==> config.mk <==
export PLATFORM = sky130hd
export DESIGN_NAME = instr_fetch
export DESIGN_NICKNAME = d
export VERILOG_FILES = /design/src/rtl/instr_fetch.sv
export SDC_FILE = /design/constraint.sdc
export NUM_CORES = 1
export LEC_CHECK = 0
export CAP_MARGIN = 20
export CORE_ASPECT_RATIO = 0.7
export CORE_MARGIN = 5
export CORE_UTILIZATION = 41
export CTS_BUF_LIST = sky130_fd_sc_hd__clkbuf_2 sky130_fd_sc_hd__clkbuf_4 sky130_fd_sc_hd__clkbuf_8
export DETAILED_ROUTE_END_ITERATION = 8
export PLACE_DENSITY = 0.87
export RECOVER_POWER = 50
export SETUP_SLACK_MARGIN = 0.2
export SLEW_MARGIN = 30
export SYNTH_ARGS = -nofsm -noshare
export SYNTH_HDL_FRONTEND = slang
export SYNTH_SLANG_ARGS = --single-unit
==> constraint.sdc <==
create_clock -name clk -period 2.95 [get_ports clk]
set_input_delay 0.7375 -clock clk [delete_from_list [all_inputs] [get_ports clk]]
set_output_delay 0.7375 -clock clk [all_outputs]
set_load 0.05 [all_outputs]
==> src/rtl/instr_fetch.sv <==
// Instruction fetch stage: single-outstanding read to instruction memory, result latched into the IR.
// Optional macro FETCH_TIMEOUT_EN adds a WAIT-cycle timeout with a sticky fetch_err and an ERR state.
//
// state  | meaning
// -------+-------------------------------------------------------------
// S_IDLE | no read outstanding; accepts fetch_req
// S_WAIT | read outstanding, mem_rd held until mem_ready or flush
// S_ERR  | read timed out (FETCH_TIMEOUT_EN only); accepts fetch_req or flush
module instr_fetch #(
  parameter int ADDR_W      = 16,
  parameter int INSTR_W     = 16,
  parameter int TIMEOUT_CYC = 15
) (
  input  logic               clk,
  input  logic               rst,
  input  logic [ADDR_W-1:0]  pc_in,
  input  logic               fetch_req,
  input  logic               flush,
  output logic [ADDR_W-1:0]  mem_addr,
  output logic               mem_rd,
  input  logic [INSTR_W-1:0] mem_rdata,
  input  logic               mem_ready,
  output logic [INSTR_W-1:0] ir_out,
  output logic               ir_valid,
  output logic [4:0]         opcode,
  output logic [7:0]         offset_addr,
  output logic               fetch_busy,
  output logic               fetch_err
);

  if (INSTR_W < 16 || TIMEOUT_CYC < 1) begin : g_bad_cfg
    $error("instr_fetch: INSTR_W must be >= 16 and TIMEOUT_CYC >= 1");
  end

  typedef enum logic [1:0] {
    S_IDLE = 2'd0,
    S_WAIT = 2'd1,
    S_ERR  = 2'd2
  } state_t;

  state_t              state_q, state_d;
  logic [ADDR_W-1:0]   mem_addr_q, mem_addr_d;
  logic                mem_rd_q, mem_rd_d;
  logic [INSTR_W-1:0]  ir_q, ir_d;
  logic                ir_valid_q, ir_valid_d;
  logic                busy_q, busy_d;

`ifdef FETCH_TIMEOUT_EN
  localparam int CNT_W = $clog2(TIMEOUT_CYC + 1);
  logic [CNT_W-1:0]    cnt_q, cnt_d;
  logic [CNT_W-1:0]    cnt_inc;
  logic                err_q, err_d;

  assign cnt_inc = cnt_q + CNT_W'(1);
`endif

  always_comb begin
    state_d    = state_q;
    mem_addr_d = mem_addr_q;
    mem_rd_d   = mem_rd_q;
    ir_d       = ir_q;
    ir_valid_d = 1'b0;
    busy_d     = busy_q;
`ifdef FETCH_TIMEOUT_EN
    cnt_d      = cnt_q;
    err_d      = err_q;
`endif
    case (state_q)
      S_IDLE, S_ERR: begin
        // flush beats fetch_req; in ERR it returns to IDLE leaving fetch_err set
        if (flush) begin
          state_d = S_IDLE;
        end else if (fetch_req) begin
          state_d    = S_WAIT;
          mem_addr_d = pc_in;
          mem_rd_d   = 1'b1;
          busy_d     = 1'b1;
`ifdef FETCH_TIMEOUT_EN
          cnt_d      = '0;
          err_d      = 1'b0;
`endif
        end
      end
      S_WAIT: begin
        if (flush) begin
          state_d  = S_IDLE;
          mem_rd_d = 1'b0;
          busy_d   = 1'b0;
        end else if (mem_ready) begin
          state_d    = S_IDLE;
          ir_d       = mem_rdata;
          ir_valid_d = 1'b1;
          mem_rd_d   = 1'b0;
          busy_d     = 1'b0;
        end else begin
`ifdef FETCH_TIMEOUT_EN
          // the TIMEOUT_CYC-th WAIT cycle without ready ends the fetch
          if (cnt_inc == CNT_W'(TIMEOUT_CYC)) begin
            state_d  = S_ERR;
            mem_rd_d = 1'b0;
            busy_d   = 1'b0;
            err_d    = 1'b1;
          end
          cnt_d = cnt_inc;
`endif
        end
      end
      default: begin
        state_d  = S_IDLE;
        mem_rd_d = 1'b0;
        busy_d   = 1'b0;
      end
    endcase
  end

  always_ff @(posedge clk or negedge rst) begin
    if (!rst) begin
      state_q    <= S_IDLE;
      mem_addr_q <= '0;
      mem_rd_q   <= 1'b0;
      ir_q       <= '0;
      ir_valid_q <= 1'b0;
      busy_q     <= 1'b0;
    end else begin
      state_q    <= state_d;
      mem_addr_q <= mem_addr_d;
      mem_rd_q   <= mem_rd_d;
      ir_q       <= ir_d;
      ir_valid_q <= ir_valid_d;
      busy_q     <= busy_d;
    end
  end

`ifdef FETCH_TIMEOUT_EN
  always_ff @(posedge clk or negedge rst) begin
    if (!rst) begin
      cnt_q <= '0;
      err_q <= 1'b0;
    end else begin
      cnt_q <= cnt_d;
      err_q <= err_d;
    end
  end

  assign fetch_err = err_q;
`else
  assign fetch_err = 1'b0;
`endif

  assign mem_addr    = mem_addr_q;
  assign mem_rd      = mem_rd_q;
  assign ir_out      = ir_q;
  assign ir_valid    = ir_valid_q;
  assign fetch_busy  = busy_q;
  assign opcode      = ir_q[INSTR_W-1 -: 5];
  assign offset_addr = ir_q[7:0];

endmodule

* Word level (Yosys, flattened, before mapping)
Cells that the tools add are included.
** Storage, ports and cells
- RAM bits :: 0
- Output and inout port bits :: 49
- Bits in latches :: 0
- Memory bits (read-only) :: 0
- Memories kept :: 0
- Bits of input ports :: 37
- Register bits after elaboration :: 36
** Operators by class
- Div/mod/pow operators :: 0
- Bitwise operators :: 1
- Shift-type cells :: 0
- Add/sub/neg operators :: 0
- $mul :: 0
- Equal/unequal tests :: 6
- Multiplexer cells :: 13
- $lt $le $gt $ge :: 0
- Reduce and logical (&&, ||, !) cells :: 6
** Operator list (count)
- $reduce_and 3->1 :: 3
- $mux 2 :: 4
- $mux 1 :: 7
- $ne 3x3->1 const B :: 2
- $ne 2x2->1 const B :: 2
- $pmux 2 s2 :: 1
- $eq 2x1->1 const B :: 1
- $eq 2x2->1 const B :: 1
- $logic_not 2->1 :: 1
- $pmux 1 s2 :: 1
- $reduce_and 2->1 :: 1
- $reduce_or 2->1 :: 1
- $not 1->1 :: 1

* Depth between registers and ports, before layout
- Word-level depth :: 4
- Mapped depth :: 4
- Depth with buffers taken out :: 3

* Worst setup path after synthesis
Ideal clock, no wire load.
- Kind :: input port to flip-flop
- Start point :: in fetch_req
- End point :: reg mem_addr_q[0], in the netlist mem_addr[0]
- Slack :: 1.275 ns
- Arrival :: 1.551 ns
- Stages on the path :: 3
- Cell sequence :: nor3b_4 > buf_6 > mux2_2
** On the way
- Word-level cells in the longest chain between the ends :: 1
** RTL lines
- start, declared :: RTL line 17 : input logic fetch_req,
- $reduce_and 3->1 (no source line)
- end signal, assigned :: RTL line 126 : mem_addr_q <= mem_addr_d;
- end, declared :: RTL line 42 : logic [ADDR_W-1:0] mem_addr_q, mem_addr_d;
Every way passes these cells.
A chain may end at the register's enable or synchronous reset.

* Worst setup path in the final report
- Start point :: in flush
- End point :: reg mem_addr_q[3], in the netlist mem_addr[3]
** On the way
- Word-level cells in the longest chain between the ends :: 2
** RTL lines
- start, declared :: RTL line 18 : input logic flush,
- $not 1->1 (no source line)
- $reduce_and 3->1 (no source line)
Every way passes these cells.

==> metrics.csv <==
metric,value,unit
status,finished clean,
hold_buffers,0,
hpwl,2720,um
nFillCells,265,
rsz0062_at_grt,no,
first_global_vias,1116,
drv_cap,0,
start_util,0.419,
critPathKind,in2reg,
drtIter0Drc,17,
nNetsFinal,208,
synth_most_common_cell,dfrtp_1,
peakVddDrop,0.501,mV
fmax,416,MHz
synthTopCellsByArea,"dfrtp_1 60%, mux2_2 25%, buf_4 7.7%",
antenna_cells,0,
cts_setup_buffers,0,
finalSetupViolCount,0,
overflow,0,
synth_cell_types,14,
routed_wl,3350,um
routedWlPerCell,15.1,um
p_leak,0.962,nW
antenna_found_initial,0,
async_reset_ff_frac,1.00,
yosys-top-cells-count,"35 x dfrtp_1, 32 x mux2_2, 15 x buf_4",
boundaryPins,86,
seqCellArea,876,um2
synth_seq_area_share,0.602,
area_growth,58.5,%
comb_power_share,0.506,
p_per_area,854,mW/mm2
dp_cells,214,
grtUsageTotal,0.150,
startpoint_type,primary input,
ys_seq_elements,35,
place_congestion,0.714,
fin_cells,222,
syn_inst,95,
grt_pass1_wl,5330,um
synth_top_area_share,0.602,
core,0.00347,mm2
crit_end,mem_addr[3],
synth_top_cell_by_area,dfrtp_1,
seqPwrFrac,0.326,
slew-limit-headroom,0.440,
worst_setup_path_end_kind,register,
worst_hold_slack,506,ps
die-area,0.00486,mm2
internal_power,1.10,mW
r2r_slack,1140,ps
tns,0,ps
clockPowerShare,0.168,
worst_pin_slew,839,ps
grt_max_degree,36,
root_buffer,clkbuf_8,
min_path_type,reg2reg,
syn_area_per_cell,15.3,um2
reg2reg_to,mem_addr[3],
path_clk_slew,70,ps
clk_path_buf_depth,2,
cp_max_fo,16,
period_share,0.815,
vias,992,
synth_edf_count,0,
synth-main-ff-cell,dfrtp_1,
swShare,0.442,
slew_violations,0,
drive_gt1_frac,0.238,
cts_tree,built,
hold_violations,0,
io_buffers,84,
die_h,59.8,um
fp-row-count,18,
startpoint,flush,
viasPerCell,4.47,
cts-htree-levels,2,
syn_nets,132,
skew,3.34,ps
timing.rr.start,state_q[0],
clock_sinks,35,
postCtsResizedCells,0,
synth_area,0.00145,mm2
worstPathArrival,2570,ps
rr_worst_depth,3,
required,3120,ps
fin_crit,2400,ps
drt-pass1-iter-count,2,
multi_input_area,417,um2
clkLatencyLatePin,280,ps
drc_errors,0,
die_x,81.2,um
cts-buffers-inserted,5,
synth_warnings,0,
switching_power,871,uW
route.antenna.remaining_nets,0,
## how the worst min path moves through the flow
stage | from | endpoint | slack, ps | cells past startpoint
finish | mem_addr[13] | mem_addr[13] | 510 | 1
global route | ir_out[10] | ir_out[10] | 540 | 1
CTS | mem_addr[7] | mem_addr[7] | 510 | 1
detailed placement | mem_addr[7] | mem_addr[7] | 500 | 1
global placement | ir_out[10] | ir_out[10] | 490 | 1
floorplan | rst | ir_out[0] | 440 | 0
## registers in the layout, indices dropped and copies added (netlist names)
name / count
ir_valid: 1
mem_addr: 16
state_q: 1
mem_rd: 1
ir_out: 16
## worst max-delay path: stages
cell,delay [ps]
dlygate4sd3_1,590
nor3b_4,170
clkbuf_1,640
mux2_2,420
## through the flow
step	util	setup slack (ps)	instance area [um2]	total power [mW]
2_1_floorplan	-	1270	1450	1.34
3_3_place_gp	0.644	819	2230	1.64
3_5_place_dp	0.644	774	2230	1.66
4_1_cts	0.670	676	2320	2.00
5_1_grt	0.665	449	2300	2.06
6_report	0.665	547	2300	1.97
## logic make-up after synthesis
kind of cell,after synthesis,synth area share
flops,35,0.602
mux,33,0.255
buf+inv,20,0.102
simple gates,4,0.0310
compound gates,2,0.00688
other cells,1,0.00258
## area by class of cell
| class | count | share of cell area |
|---|---|---|
| Clock buffer | 5 | 0.0299 |
| Sequential cell | 35 | 0.380 |
| Timing Repair Buffer | 86 | 0.369 |
| Clock inverter | 3 | 0.00869 |
| Tap cell | 50 | 0.0271 |
| Inverter | 3 | 0.00489 |
| Multi-Input combinational cell | 40 | 0.181 |
## power groups by stage
stage | sequential, mW | clock, mW | combinational (mW)
5_1_grt | 0.659 | 0.368 | 1.03
4_1_cts | 0.645 | 0.345 | 1.01
2_1_floorplan | 0.997 | 0 | 0.345
3_3_place_gp | 0.645 | 0 | 0.996
6_report | 0.641 | 0.331 | 0.997
3_5_place_dp | 0.654 | 0 | 1.01
## placed cells by master (no fill, tap or decap), drive strengths merged
master and count:
conb 1, dlygate4sd3 3, a21oi 1, mux2 32, clkdlybuf4s50 81, clkbuf 7
dfrtp 35, nor2 1, nand3 2, mux2i 1, o21ai 1, clkinv 1
clkinvlp 2, nor3b 1, inv 3
## metal layers
metal  wire (um)  up-vias  GRT usage
met2        1680       48      0.268
li1            -      457          -
met1        1270      482      0.159
met3         366        5     0.0617
met4          34        0     0.0578
met5           0        -          0
(Power assumes the default switching activity.)
